**src/rtl/register_shift_param_if.sv**
```systemverilog
// Bus between the control unit (master) and the shift register (slave):
// load data, opcode, multi-step handshake and the register's observable state.
interface register_shift_param_if #(
  parameter int WIDTH = 8,
  parameter int CNT_W = 4
);
  logic [WIDTH-1:0] din;
  logic [2:0]       op;
  logic             start;
  logic [CNT_W-1:0] amount;
  logic             sin;
  logic [WIDTH-1:0] dout;
  logic             sout;
  logic             busy;
  logic             done;
  logic             zero;

  modport master (
    output din, op, start, amount, sin,
    input  dout, sout, busy, done, zero
  );

  modport slave (
    input  din, op, start, amount, sin,
    output dout, sout, busy, done, zero
  );
endinterface

```
**src/rtl/register_shift_param.sv**
```systemverilog
// WIDTH-bit datapath register with shifts/rotates/clear and multi-step start/busy/done handshake.
// Define SERIAL_IN_EN to fill SHR/SHL vacated bits from sin instead of zero. State moves on falling clk.
module register_shift_param #(
  parameter int WIDTH = 8,
  parameter int CNT_W = 4
) (
  input logic                  clk,
  input logic                  rst,
  register_shift_param_if.slave bus
);
  localparam logic [2:0] OP_HOLD  = 3'b000;
  localparam logic [2:0] OP_LOAD  = 3'b001;
  localparam logic [2:0] OP_SHR   = 3'b010;
  localparam logic [2:0] OP_SHL   = 3'b011;
  localparam logic [2:0] OP_CLEAR = 3'b100;
  localparam logic [2:0] OP_ASR   = 3'b101;
  localparam logic [2:0] OP_ROR   = 3'b110;
  localparam logic [2:0] OP_ROL   = 3'b111;

  localparam logic [CNT_W-1:0] CNT_ZERO = '0;
  localparam logic [CNT_W-1:0] CNT_ONE  = {{(CNT_W-1){1'b0}}, 1'b1};

  typedef enum logic {IDLE, RUN} state_t;

  state_t           state_q, state_d;
  logic [CNT_W-1:0] cnt_q, cnt_d;
  logic [2:0]       op_run_q, op_run_d;
  logic [WIDTH-1:0] dout_q, dout_d;
  logic             sout_q, sout_d;
  logic             done_q, done_d;

  logic [2:0]       step_op;
  logic [WIDTH-1:0] step_data;
  logic             step_out;
  logic             fill;
  logic             start_step;

`ifdef SERIAL_IN_EN
  assign fill = bus.sin;
`else
  logic unused_sin;
  assign fill       = 1'b0;
  assign unused_sin = bus.sin;
`endif

  function automatic logic is_step_op(input logic [2:0] op);
    return (op == OP_SHR) || (op == OP_SHL) || (op == OP_ASR) ||
           (op == OP_ROR) || (op == OP_ROL);
  endfunction

  assign start_step = (state_q == IDLE) && bus.start && is_step_op(bus.op);

  // One-position step unit; in RUN it follows the op latched at start, not the live opcode.
  always_comb begin
    step_op   = (state_q == RUN) ? op_run_q : bus.op;
    step_data = dout_q;
    step_out  = sout_q;
    case (step_op)
      OP_SHR: begin
        step_data = {fill, dout_q[WIDTH-1:1]};
        step_out  = dout_q[0];
      end
      OP_SHL: begin
        step_data = {dout_q[WIDTH-2:0], fill};
        step_out  = dout_q[WIDTH-1];
      end
      OP_ASR: begin
        step_data = {dout_q[WIDTH-1], dout_q[WIDTH-1:1]};
        step_out  = dout_q[0];
      end
      OP_ROR: begin
        step_data = {dout_q[0], dout_q[WIDTH-1:1]};
        step_out  = dout_q[0];
      end
      OP_ROL: begin
        step_data = {dout_q[WIDTH-2:0], dout_q[WIDTH-1]};
        step_out  = dout_q[WIDTH-1];
      end
      default: begin
        step_data = dout_q;
        step_out  = sout_q;
      end
    endcase
  end

  always_ff @(negedge clk) begin
    if (rst) begin
      state_q  <= IDLE;
      cnt_q    <= '0;
      op_run_q <= OP_HOLD;
      dout_q   <= '0;
      sout_q   <= 1'b0;
      done_q   <= 1'b0;
    end else begin
      state_q  <= state_d;
      cnt_q    <= cnt_d;
      op_run_q <= op_run_d;
      dout_q   <= dout_d;
      sout_q   <= sout_d;
      done_q   <= done_d;
    end
  end

  // The start edge already performs the first step, so RUN only covers the remaining amount-1.
  always_comb begin
    state_d  = state_q;
    cnt_d    = cnt_q;
    op_run_d = op_run_q;
    case (state_q)
      IDLE: begin
        if (start_step && (bus.amount > CNT_ONE)) begin
          state_d  = RUN;
          cnt_d    = bus.amount - CNT_ONE;
          op_run_d = bus.op;
        end
      end
      RUN: begin
        cnt_d = cnt_q - CNT_ONE;
        if (cnt_q == CNT_ONE) begin
          state_d = IDLE;
        end
      end
      default: state_d = IDLE;
    endcase
  end

  always_comb begin
    dout_d = dout_q;
    sout_d = sout_q;
    done_d = 1'b0;
    if (state_q == RUN) begin
      dout_d = step_data;
      sout_d = step_out;
      done_d = (cnt_q == CNT_ONE);
    end else if (start_step) begin
      if (bus.amount != CNT_ZERO) begin
        dout_d = step_data;
        sout_d = step_out;
      end
      done_d = (bus.amount <= CNT_ONE);
    end else begin
      case (bus.op)
        OP_LOAD:  dout_d = bus.din;
        OP_CLEAR: begin
          dout_d = '0;
          sout_d = 1'b0;
        end
        default: begin
          dout_d = step_data;
          sout_d = step_out;
        end
      endcase
    end
  end

  always_comb begin
    bus.dout = dout_q;
    bus.sout = sout_q;
    bus.done = done_q;
    bus.busy = (state_q == RUN);
    bus.zero = (dout_q == '0);
  end
endmodule
```
**src/flat_wrapper.sv**
```systemverilog
// flat-port wrapper written by rule: the top's interface ports become plain ports
module register_shift_param_flat 
#(
  parameter int WIDTH = 8,
  parameter int CNT_W = 4
)
  (clk, rst, bus_din, bus_op, bus_start, bus_amount, bus_sin, bus_dout, bus_sout, bus_busy, bus_done, bus_zero);
  register_shift_param_if #(.WIDTH(WIDTH), .CNT_W(CNT_W)) bus_i ();
  input logic clk;
  input logic rst;
  input wire logic [$bits(bus_i.din)-1:0] bus_din;
  input wire logic [$bits(bus_i.op)-1:0] bus_op;
  input wire logic [$bits(bus_i.start)-1:0] bus_start;
  input wire logic [$bits(bus_i.amount)-1:0] bus_amount;
  input wire logic [$bits(bus_i.sin)-1:0] bus_sin;
  output wire logic [$bits(bus_i.dout)-1:0] bus_dout;
  output wire logic [$bits(bus_i.sout)-1:0] bus_sout;
  output wire logic [$bits(bus_i.busy)-1:0] bus_busy;
  output wire logic [$bits(bus_i.done)-1:0] bus_done;
  output wire logic [$bits(bus_i.zero)-1:0] bus_zero;
  assign bus_i.din = bus_din;
  assign bus_i.op = bus_op;
  assign bus_i.start = bus_start;
  assign bus_i.amount = bus_amount;
  assign bus_i.sin = bus_sin;
  assign bus_dout = bus_i.dout;
  assign bus_sout = bus_i.sout;
  assign bus_busy = bus_i.busy;
  assign bus_done = bus_i.done;
  assign bus_zero = bus_i.zero;
  register_shift_param #(.WIDTH(WIDTH), .CNT_W(CNT_W)) u_core (.clk(clk), .rst(rst), .bus(bus_i));
endmodule
```
**config.mk**
```make
export PLATFORM = sky130hd
export DESIGN_NAME = register_shift_param_flat
export DESIGN_NICKNAME = d
export VERILOG_FILES = /design/src/rtl/register_shift_param_if.sv /design/src/rtl/register_shift_param.sv /design/src/flat_wrapper.sv
export SDC_FILE = /design/constraint.sdc
export NUM_CORES = 1
export LEC_CHECK = 0
export BUFFER_PORTS_ARGS = -buffer_cell sky130_fd_sc_hd__buf_2
export CAP_MARGIN = 15
export CORE_MARGIN = 3
export CORE_UTILIZATION = 41
export DETAILED_ROUTE_END_ITERATION = 6
export PLACE_DENSITY = 0.76
export SLEW_MARGIN = 40
export SYNTH_ARGS = -nofsm -noshare
export SYNTH_HDL_FRONTEND = slang
export SYNTH_SLANG_ARGS = --single-unit
```
**constraint.sdc**
```tcl
create_clock -name clk -period 2.1 [get_ports clk]
set_clock_uncertainty 0.15 [all_clocks]
set_input_delay 0.315 -clock clk [delete_from_list [all_inputs] [get_ports clk]]
set_output_delay 0.315 -clock clk [all_outputs]
set_load 0.01 [all_outputs]
```
# Yosys cells after proc, flatten, opt, wreduce, memory -nomap -nowiden

Cells that the tools add are included.

Bits in registers: 18
Output and inout port bits: 12
Logic and storage cells: 58

Add/subtract/negate cells: 2
$lt $le $gt $ge: 2
Equal/unequal tests: 16
Mux-type cells: 18
Bitwise gates (word level): 1
Reduce and logical (&&, ||, !) cells: 13

Operators with widths:

| kind                                                                            | number |
|---|---|
| 8-bit one-hot mux with 5 select lines                                           | 1 |
| 8-bit 2-to-1 mux                                                                | 3 |
| 3-bit equality test, second input constant                                      | 7 |
| 8-bit one-hot mux with 2 select lines                                           | 1 |
| 3-bit by 2-bit equality test with 1-bit output, second input constant           | 4 |
| 8-bit zero test                                                                 | 1 |
| 4-bit one-hot mux with 2 select lines                                           | 1 |
| 4-bit by 1-bit subtractor with 4-bit output, second input constant              | 2 |
| 1-bit 2-to-1 mux                                                                | 7 |
| 1-bit one-hot mux with 2 select lines                                           | 3 |
| 4-bit by 1-bit equality test with 1-bit output, second input constant           | 1 |
| 4-bit by 1-bit greater-than comparator with 1-bit output, second input constant | 1 |
| 4-bit by 1-bit <= comparator with 1-bit output, second input constant           | 1 |
| 1-bit logical OR                                                                | 4 |
| 4-bit 2-to-1 mux                                                                | 1 |
| 2-bit AND reduction                                                             | 2 |
| 4-bit nonzero test                                                              | 1 |
| 3-bit by 1-bit equality test with 1-bit output, second input constant           | 1 |
| 1-bit logical AND                                                               | 3 |
| 3-bit 2-to-1 mux                                                                | 1 |
| 3-bit by 1-bit inequality test with 1-bit output, second input constant         | 1 |
| 3-bit by 2-bit inequality test with 1-bit output, second input constant         | 1 |
| 3-bit OR reduction                                                              | 1 |
| 2-bit inequality test, second input constant                                    | 1 |
| other kinds (2)                                                                 | 2 |

# Depth between registers and ports, before layout

Gate-level depths: netlist of the first run.

Depth after elaboration: 9
Gate-level depth with buffers: 7
Gate-level depth less buffers: 7

==> run metrics, run 1 <==
status finished with violations; failing checks setup timing; Slew @ Worst Pin ~0.40 ns; Hold Startpoint u_core.op_run_q[1]; pin count of the biggest net entering global routing 27; ANT nets after route 0; Syn Inst Count around 160; Async SR Flop Fraction 0%; GPL Wtd Cong roughly 0.88; via density per instance about 6.5; diode count 0; DP HPWL between 2 and 3 mm; most numerous cell in the Yosys netlist dfxtp_1; insertion delay to the later sink of the worst-skew pair slightly below 0.4 ns; CP max stage cell or4_4; placed insts ~240; clk sinks 18; FILL cells 117; synth warn 0; register bit total from synthesis 18; wire length per cell 21.8 um; layout cell share with drive strength beyond 1 between 60 and 70%; area leader, netlist dfxtp_1; Clock Power Share ~24%; GRT Overall Usage approximately 29%; worst vdd ir just under 0.0004 V; Worst R2R End u_core.bus.sout; reg2reg setup slack 0.03 ns; EDFF count, synth 0; Synth top cells by count dfxtp_1, nor2_1, a21oi_1, o21ai_0, inv_1; TritonCTS clock tree yes; ranking of synthesized cells by area dfxtp_1, mux2i_1, ha_1; P_leak 1.11 nW; CP Launch Type flip-flop; sequential cell area 375 um^2; Pins Over Slew Limit 0; worst setup margin -0.928 ns; CP arrival 2.56 ns; row count 19; CTS Hold Bufs 0; routed vias 1864; Max-Cap Viols 0; unrepaired setup endpoints after global routing true; Hold Fails Final Rpt 0; Final Total Pwr 1.49 mW; post-synthesis cell area 1280 um^2; cell-internal power between 0.8 and 0.9 mW; Die Height between 60 and 70 um; first-pass GRT wire length between 7 and 8 mm; Comb pwr share ~48%; vias in the first global route roughly 1700; drt drc 0; Hold Path End u_core.op_run_q[1]; clk root buf clkbuf_4; TritonRoute pass-1 iters 5; worst-path cell chain or4_4, nor2_2, buf_2; Data required, critical path 1.63 ns; Slew HR 73.0%; clock slew at reported path FFs about 0.04 ns; Area Growth Syn to Fin 101%; CTS HTree Levels 1; Die ar. between 3000 and 4000 um^2; Routed WL between 6 and 7 mm; I/O pin count 31; switching share of power between 40% and 50%; Hold Crit Depth 2; Port Buf Inserts 29; CP Class flip-flop to output port; Worst Setup End Kind output port; Primary FF master, synth dfxtp_1; die width around 62 um; Yosys top cell area share roughly 28%; total CTS buffers 3; final net count ~280; synthesized net count between 150 and 200; Core Region about 2900 um^2; Hold WC Path Type flip-flop to flip-flop; worst r2r src u_core.bus.busy; CP max stage delay around 0.54 ns; Worst R2R Path Depth 8; Initial Util between 40 and 50%; Yosys cell types 39; Clock Path Buffers 2; Finished Layout Cells between 200 and 300; Starting DRT DRC Count 185; GRT Residual Overflow 0; register area share after synthesis between 20% and 30%; Seq pwr share 27.9%; multi-input logic area 1180 um^2; CP Max Fanout 2; Switch Pwr 0.628 mW; Syn Area/Cell between 8 and 9 um^2; final setup fails 29; initial antenna violation count 0; pwr dens ~580 nW/um^2
==> worst max path at each step <==
stage                  startpoint            endpoint  slack [ns]  depth (start not counted)
2_1_floorplan       bus_amount[1]     u_core.cnt_q[1]       -0.93                          7
3_3_place_gp        bus_amount[1]  u_core.op_run_q[1]       -0.93                          8
3_5_place_dp        bus_amount[1]  u_core.op_run_q[0]       -0.99                          8
4_1_cts        u_core.bus.dout[4]            bus_zero       -0.85                          3
5_1_grt        u_core.bus.dout[7]            bus_zero       -0.95                          3
6_report       u_core.bus.dout[7]            bus_zero       -0.93                          3
==> cell type report <==
cell class	instances	share of cell area, %
multi-input cells	120	46.0
repair buffers	87	32.1
flip-flops and latches	18	14.6
clock inverters	19	2.83
inverters	9	2.09
well taps	31	1.51
clock buffers	3	0.877
==> power by group through the flow <==
stage / registers, mW / logic, mW / clock network, mW
final: 0.417 / 0.717 / 0.359
after global routing: 0.417 / 0.760 / 0.402
after CTS: 0.412 / 0.573 / 0.328
after detailed placement: 0.409 / 0.426 / 0.0554
after global placement: 0.407 / 0.410 / 0.0554
after floorplan: 0.432 / 0.242 / 0.0554
==> state kept, by name, summed over array words and instances (netlist names) <==
signal and count:
u_core.bus.dout 8, u_core.bus.sout 1, u_core.bus.busy 1, u_core.cnt_q 4
u_core.op_run_q 3, u_core.bus.done 1
==> stage by stage <==
stage | area [um^2] | worst slack, ns | hold WS, ns | util, % | setup TNS (ns)
2_1_floorplan | 1420 | -0.926 | 0.317 | - | -10.61
3_3_place_gp | 1780 | -0.935 | 0.340 | 62.3 | -13.85
3_5_place_dp | 1780 | -0.986 | 0.345 | 62.3 | -14.44
4_1_cts | 2340 | -0.854 | 0.359 | 82.2 | -9.22
5_1_grt | 2570 | -0.948 | 0.423 | 90.0 | -11.42
6_report | 2570 | -0.928 | 0.398 | 90.0 | -10.25
==> timing repair <==
| item | CTS | global route |
|---|---|---|
| setup buffers | 13 | 9 |
| cloned | 2 | 0 |
| pin swaps | 33 | 22 |
| setup endpoints to repair | 30 | 29 |
| resized for setup | 87 | 37 |
==> cells in the final DEF, fill, tap and decap left out, types with 5 or more instances in the layout <==
master and count:
a22oi_2 8, mux2i_1 7, o21ai_1 5, inv_1 24
nor2_1 8, buf_6 29, buf_4 34, o22a_1 6
dfxtp_2 9, nor2b_1 5, dfxtp_1 8, a21oi_1 7
buf_2 15
==> cells by family (layout without fill, tap and decap cells) <==
kind of cell    Yosys count  count (layout)  share of synthesized area [%]
fa+ha+maj                 5               5                           4.89
mux                       7               7                           5.47
xor+xnor                  3               3                           2.05
simple gates             48              48                           20.8
compound gates           57              57                           32.1
buf+inv                  19             118                           6.55
flops                    18              18                           28.2
==> layer usage <==
layer	global-route usage, %	share of wire (%)	vias up
met1	30.1	35	862
met4	17.6	6.3	0
met3	6.82	8.7	48
li1	-	-	796
met2	50.7	50	158
met5	0	0	-
==> worst max-delay path, delay by kind of cell (launching register included) <==
kind | cells | cell delay [ns]
buffers and inverters | 1 | 0.14
DFF | 1 | 0.33
and+or+nand+nor | 2 | 0.66
Note: power is estimated with default switching activity, not from simulation.
==> run 2, diff against run 1 <==
BUFFER_PORTS_ARGS = unset   (was -buffer_cell sky130_fd_sc_hd__buf_2)
DONT_BUFFER_PORTS = 1   (was unset)
PLACE_DENSITY = 0.67   (was 0.76)
==> run 2 against run 1 <==
Worst setup slack gained 0.16 ns; cell count shrank 19%; sequential power is essentially flat; combinational power shrank 38%; critical path depth shrank 1; via count shrank 23%; the run still ends with setup timing left; routed wire length shrank 36%; utilization shrank 23 points; clock-buffer cell count is the same; die area is the same; sequential cell count is the same; clock power shrank 10%; critical endpoint unchanged.
==> run metrics, run 2 (synthesis gave the netlist of run 1 again) <==
status finished with violations; failing checks setup timing; first-pass GRT wire length around 6.6 mm; unrepaired setup endpoints after global routing true; wire length per cell between 15 and 20 um; DP HPWL between 2 and 3 mm; diode count 0; most frequent cells in the layout inv_1, buf_4, nor2_1, buf_6, dfxtp_2; Slew HR about three quarters; worst-path cell chain or4_4, nor2_4; Final Hold Slack ~0.36 ns; Worst R2R End u_core.bus.sout; P_leak about 0.77 nW; Hold Crit Depth 2; max reg flops 8; Max-Cap Viols 0; Worst R2R Path Depth 7; Post-DP Area 1590 um^2; clk sinks 18; worst r2r src u_core.bus.busy; Starting DRT DRC Count 66; drt drc 0; worst vdd ir just under 0.0004 V; post-route design area approximately 1900 um^2; Hold WC Path Type flip-flop to flip-flop; final setup fails 25; Port Buf Inserts 0; vias in the first global route 1510; CP Launch Type flip-flop; layout cell share with drive strength beyond 1 about 44%; CP Max Fanout 2; total CTS buffers 3; via density per instance about 6.2; Routed WL 4.00 mm; CTS HTree Levels 1; pwr dens a little over 600 nW/um^2; clk root buf clkbuf_4; Area Growth Syn to Fin 48.8%; insertion delay to the later sink of the worst-skew pair between 0.3 and 0.4 ns; Pins Over Slew Limit 0; Hold Fails Final Rpt 0; Slew @ Worst Pin around 0.34 ns; clock slew at reported path FFs ~0.040 ns; Die Height around 62 um; row count 19; commonest non-fill, non-tap cell in the layout inv_1; CP max stage delay 0.54 ns; Data required, critical path 1.63 ns; pin count of the biggest net entering global routing 27; Hold Startpoint u_core.cnt_q[3]; CP arrival 2.41 ns; worst setup margin -0.771 ns; CP max stage cell or4_4; Worst Setup End Kind output port; TritonCTS clock tree yes; Core Region between 2000 and 3000 um^2; GRT Residual Overflow 0; reg2reg setup slack 0.22 ns; I/O pin count 31; final net count 227; Die ar. roughly 3800 um^2; TritonRoute pass-1 iters 4; Initial Util between 40% and 50%; CTS Hold Bufs 0; GRT Overall Usage a little under a quarter; CP Class flip-flop to output port; initial antenna violation count 0; GPL Wtd Cong a little under 0.9; Clock Path Buffers 2; routed vias around 1400; ANT nets after route 0; die width 61.9 um; Hold Path End u_core.cnt_q[3]
## run 2: changes by cell type in the layout (fill, tap and decap cells not counted), moves of 3 or more
cell     delta
o21ai_2     -3
o21ai_1     +5
nor2_1      +4
buf_2      -15
buf_6      -18
buf_8       -4
buf_12      -4
buf_4      -13
## run 2: how the worst max path moves through the flow
stage                         end  cells after the start  slack [ns]                from
2_1_floorplan     u_core.cnt_q[1]                      7       -0.93       bus_amount[1]
3_3_place_gp   u_core.op_run_q[0]                      7       -0.73       bus_amount[1]
3_5_place_dp   u_core.op_run_q[2]                      7       -0.79       bus_amount[1]
4_1_cts                  bus_zero                      2       -0.79  u_core.bus.dout[0]
5_1_grt                  bus_zero                      2       -0.83  u_core.bus.dout[3]
6_report                 bus_zero                      2       -0.77  u_core.bus.dout[6]
## run 2: through the flow
| step | setup TNS (ns) | setup slack [ns] | cells | power [mW] | utilization [%] |
|---|---|---|---|---|---|
| global placement | -10.63 | -0.733 | 207 | 0.806 | 55.6 |
| CTS | -5.97 | -0.789 | 230 | 1.16 | 63.6 |
| finish | -6.36 | -0.771 | 233 | 1.18 | 66.8 |
| global route | -7.30 | -0.833 | 233 | 1.29 | 66.8 |
| floorplan | -10.61 | -0.926 | 157 | 0.729 | - |
| detailed placement | -11.11 | -0.795 | 207 | 0.818 | 55.6 |
## run 2: critical path, delay by kind of cell (launching register included)
| kind | cells | cell delay (ns) |
|---|---|---|
| flip-flops | 1 | 0.31 |
| AND/OR/NAND/NOR | 2 | 0.68 |
## run 2: per-layer routing
metal / global-route usage, % / up-vias / wire, um
met5: 0 / - / 0
met4: 9.39 / 0 / 15
met3: 5.58 / 4 / 187
met2: 41.3 / 36 / 2180
met1: 25.5 / 704 / 1610
li1: - / 689 / -
## run 2: power by group
part,switching (mW),total [mW],internal [mW]
Combinational,0.217,0.442,0.226
Sequential,0.0319,0.416,0.384
Clock,0.209,0.322,0.114
Total,0.457,1.18,0.723
## run 2: timing repair
item,CTS,global route
setup endpoints to repair,29,25
gates resized for setup,40,12
gates cloned,1,0
buffers inserted,2,3
pin swaps,15,14
## run 2: layout make-up
class	count	area (um^2)
fillers	243	948
multi-input cells	121	1070
inverters	9	48.8
flip-flops and latches	18	374
clock buffers	3	22.5
clock inverters	19	72.6
repair buffers	32	282
well taps	31	38.8
==> run 3, diff against run 2 <==
CELL_PAD_IN_SITES_DETAIL_PLACEMENT = 1   (was unset)
CELL_PAD_IN_SITES_GLOBAL_PLACEMENT = 1   (was unset)
MAX_ROUTING_LAYER = met4   (was unset)
PLACE_DENSITY = 0.84   (was 0.67)
==> run 3 against run 2 <==
First-iteration DRC count increased by 77%; combinational power increased by 18%; critical path depth unchanged; the run still ends with setup timing left; hold slack got worse by 0.011 ns; critical endpoint unchanged; clock power increased by 18%; clock-buffer cell count unchanged; via count increased by 10%; worst setup slack got worse by 0.061 ns; global-route usage increased by 9.6 points; sequential power increased by 2%; cell count increased by 0.43%.
==> run metrics, run 3 (synthesis gave the netlist of run 1 again) <==
CP Class flip-flop to output port; Pins Over Slew Limit 0; Hold WC Path Type flip-flop to flip-flop; Top delay family on crit path simple AND/OR/NAND/NOR gates; Starting DRT DRC Count about 120; via density per instance 6.76; total CTS buffers 3; Die ar. 3830 um^2; Clock Path Buffers 2; Hold Fails Final Rpt 0; CTS HTree Levels 1; Core Region between 2000 and 3000 um^2; first-pass GRT wire length ~8.6 mm; status finished with violations; GRT Residual Overflow 0; clk root buf clkbuf_4; insertion delay to the later sink of the worst-skew pair 0.41 ns; initial antenna violation count 0; clock slew at reported path FFs roughly 0.060 ns; I/O pin count 31; Area Growth Syn to Fin 57.8%; FILL cells around 310; pwr dens about 660 nW/um^2; most frequent cells in the layout inv_1, buf_4, buf_6, nor2_1, dfxtp_2; wire length per cell 26.6 um; max reg flops 8; worst-path cell chain or4_4, nor2_4; failing checks setup timing; GPL Wtd Cong 0.846; Routed WL between 6 and 7 mm; ANT nets after route 0; DP HPWL 3.16 mm; Slew HR between 70% and 80%; GRT Overall Usage approximately a third; clk sinks 18; CP max stage delay 0.56 ns; Port Buf Inserts 0; commonest non-fill, non-tap cell in the layout inv_1; final net count around 230; CP Max Fanout 2; TritonCTS clock tree yes; routed vias approximately 1600; drt drc 0; pin count of the biggest net entering global routing 27; Data required, critical path 1.63 ns; Initial Util around 45%; sequential cell area between 300 and 400 um^2; diode count 0; CTS Hold Bufs 0; CP max stage cell or4_4; unrepaired setup endpoints after global routing true; CP arrival 2.47 ns; final setup fails 30; reg2reg setup slack around 0.10 ns; Final Hold Slack approximately 0.35 ns; Die Height 61.9 um; Crit path buffers/inverters 0; multi-input logic area 1130 um^2; Slew @ Worst Pin around 0.39 ns; row count 19; Max-Cap Viols 0; vias in the first global route 1717; final core occ about 71%; worst vdd ir between 0.0004 and 0.0005 V; die width ~62 um; worst setup margin -0.832 ns; TritonRoute pass-1 iters 7; CP Launch Type flip-flop; P_leak between 0.7 and 0.8 nW; layout cell share with drive strength beyond 1 between 50% and 60%; Worst Setup End Kind output port
[run 3: changes by cell type in the layout (fill, tap and decap cells not counted), moves of 2 or more]
| cell | delta |
|---|---|
| a21oi_2 | +4 |
| nor2_4 | +2 |
| o21ai_1 | -6 |
| a21oi_1 | -4 |
| o21ai_2 | +6 |
| buf_4 | -3 |
| o32ai_2 | +2 |
| buf_6 | +6 |
| o32ai_1 | -2 |
[run 3: area by class of cell]
type	instances	share of cell area, %
Inverter	9	2.60
Clock inverter	18	3.35
Clock buffer	3	1.12
Multi-Input combinational cell	120	56.2
Tap cell	31	1.92
Timing Repair Buffer	35	16.2
Sequential cell	18	18.6
[run 3: worst register-to-register path, stage by stage (launching register included)]
cell and delay [ns]:
dfxtp_2 0.35, buf_4 0.36, nor2b_1 0.28, a22oi_2 0.09, buf_6 0.16, nand2_4 0.14
o21ai_1 0.11, o32ai_2 0.28
[run 3: final timing paths]
check                           from                 end  cells past startpoint
setup reg to reg     u_core.bus.busy  u_core.bus.dout[3]                      7
setup / recovery  u_core.bus.dout[6]            bus_zero                      2
hold reg to reg      u_core.cnt_q[3]     u_core.cnt_q[3]                      2
hold / removal       u_core.cnt_q[3]     u_core.cnt_q[3]                      2
[run 3: report_power, final]
part	total, mW	internal [mW]	switching (mW)	leakage (nW)
clock	0.380	0.112	0.268	0.110
sequential	0.423	0.383	0.0403	0.152
combinational	0.521	0.242	0.279	0.533
total	1.32	0.737	0.587	0.795
[run 3: layer usage]
layer	track usage, %	up-vias	wire [um]
met5	-	-	0
met4	14.5	0	238
li1	-	684	-
met1	37.5	761	2520
met2	51.9	103	2920
met3	9.30	34	538
[run 3: per-stage QoR]
step	instances	power (mW)	setup slack [ns]	TNS, ns	cell area [um^2]
finish	234	1.32	-0.832	-7.56	2020
global route	234	1.39	-0.839	-8.22	2020
CTS	229	1.21	-0.814	-6.47	1890
detailed placement	206	0.833	-0.865	-11.65	1570
global placement	206	0.809	-0.769	-10.71	1570
floorplan	157	0.729	-0.926	-10.61	1420
[run 3: what timing repair did]
item	in CTS	in global routing
pin swaps	31	23
gates cloned	0	0
buffers inserted	4	6
resized for setup	57	21
endpoints found under the hold margin	0	0
setup endpoints to repair	29	29
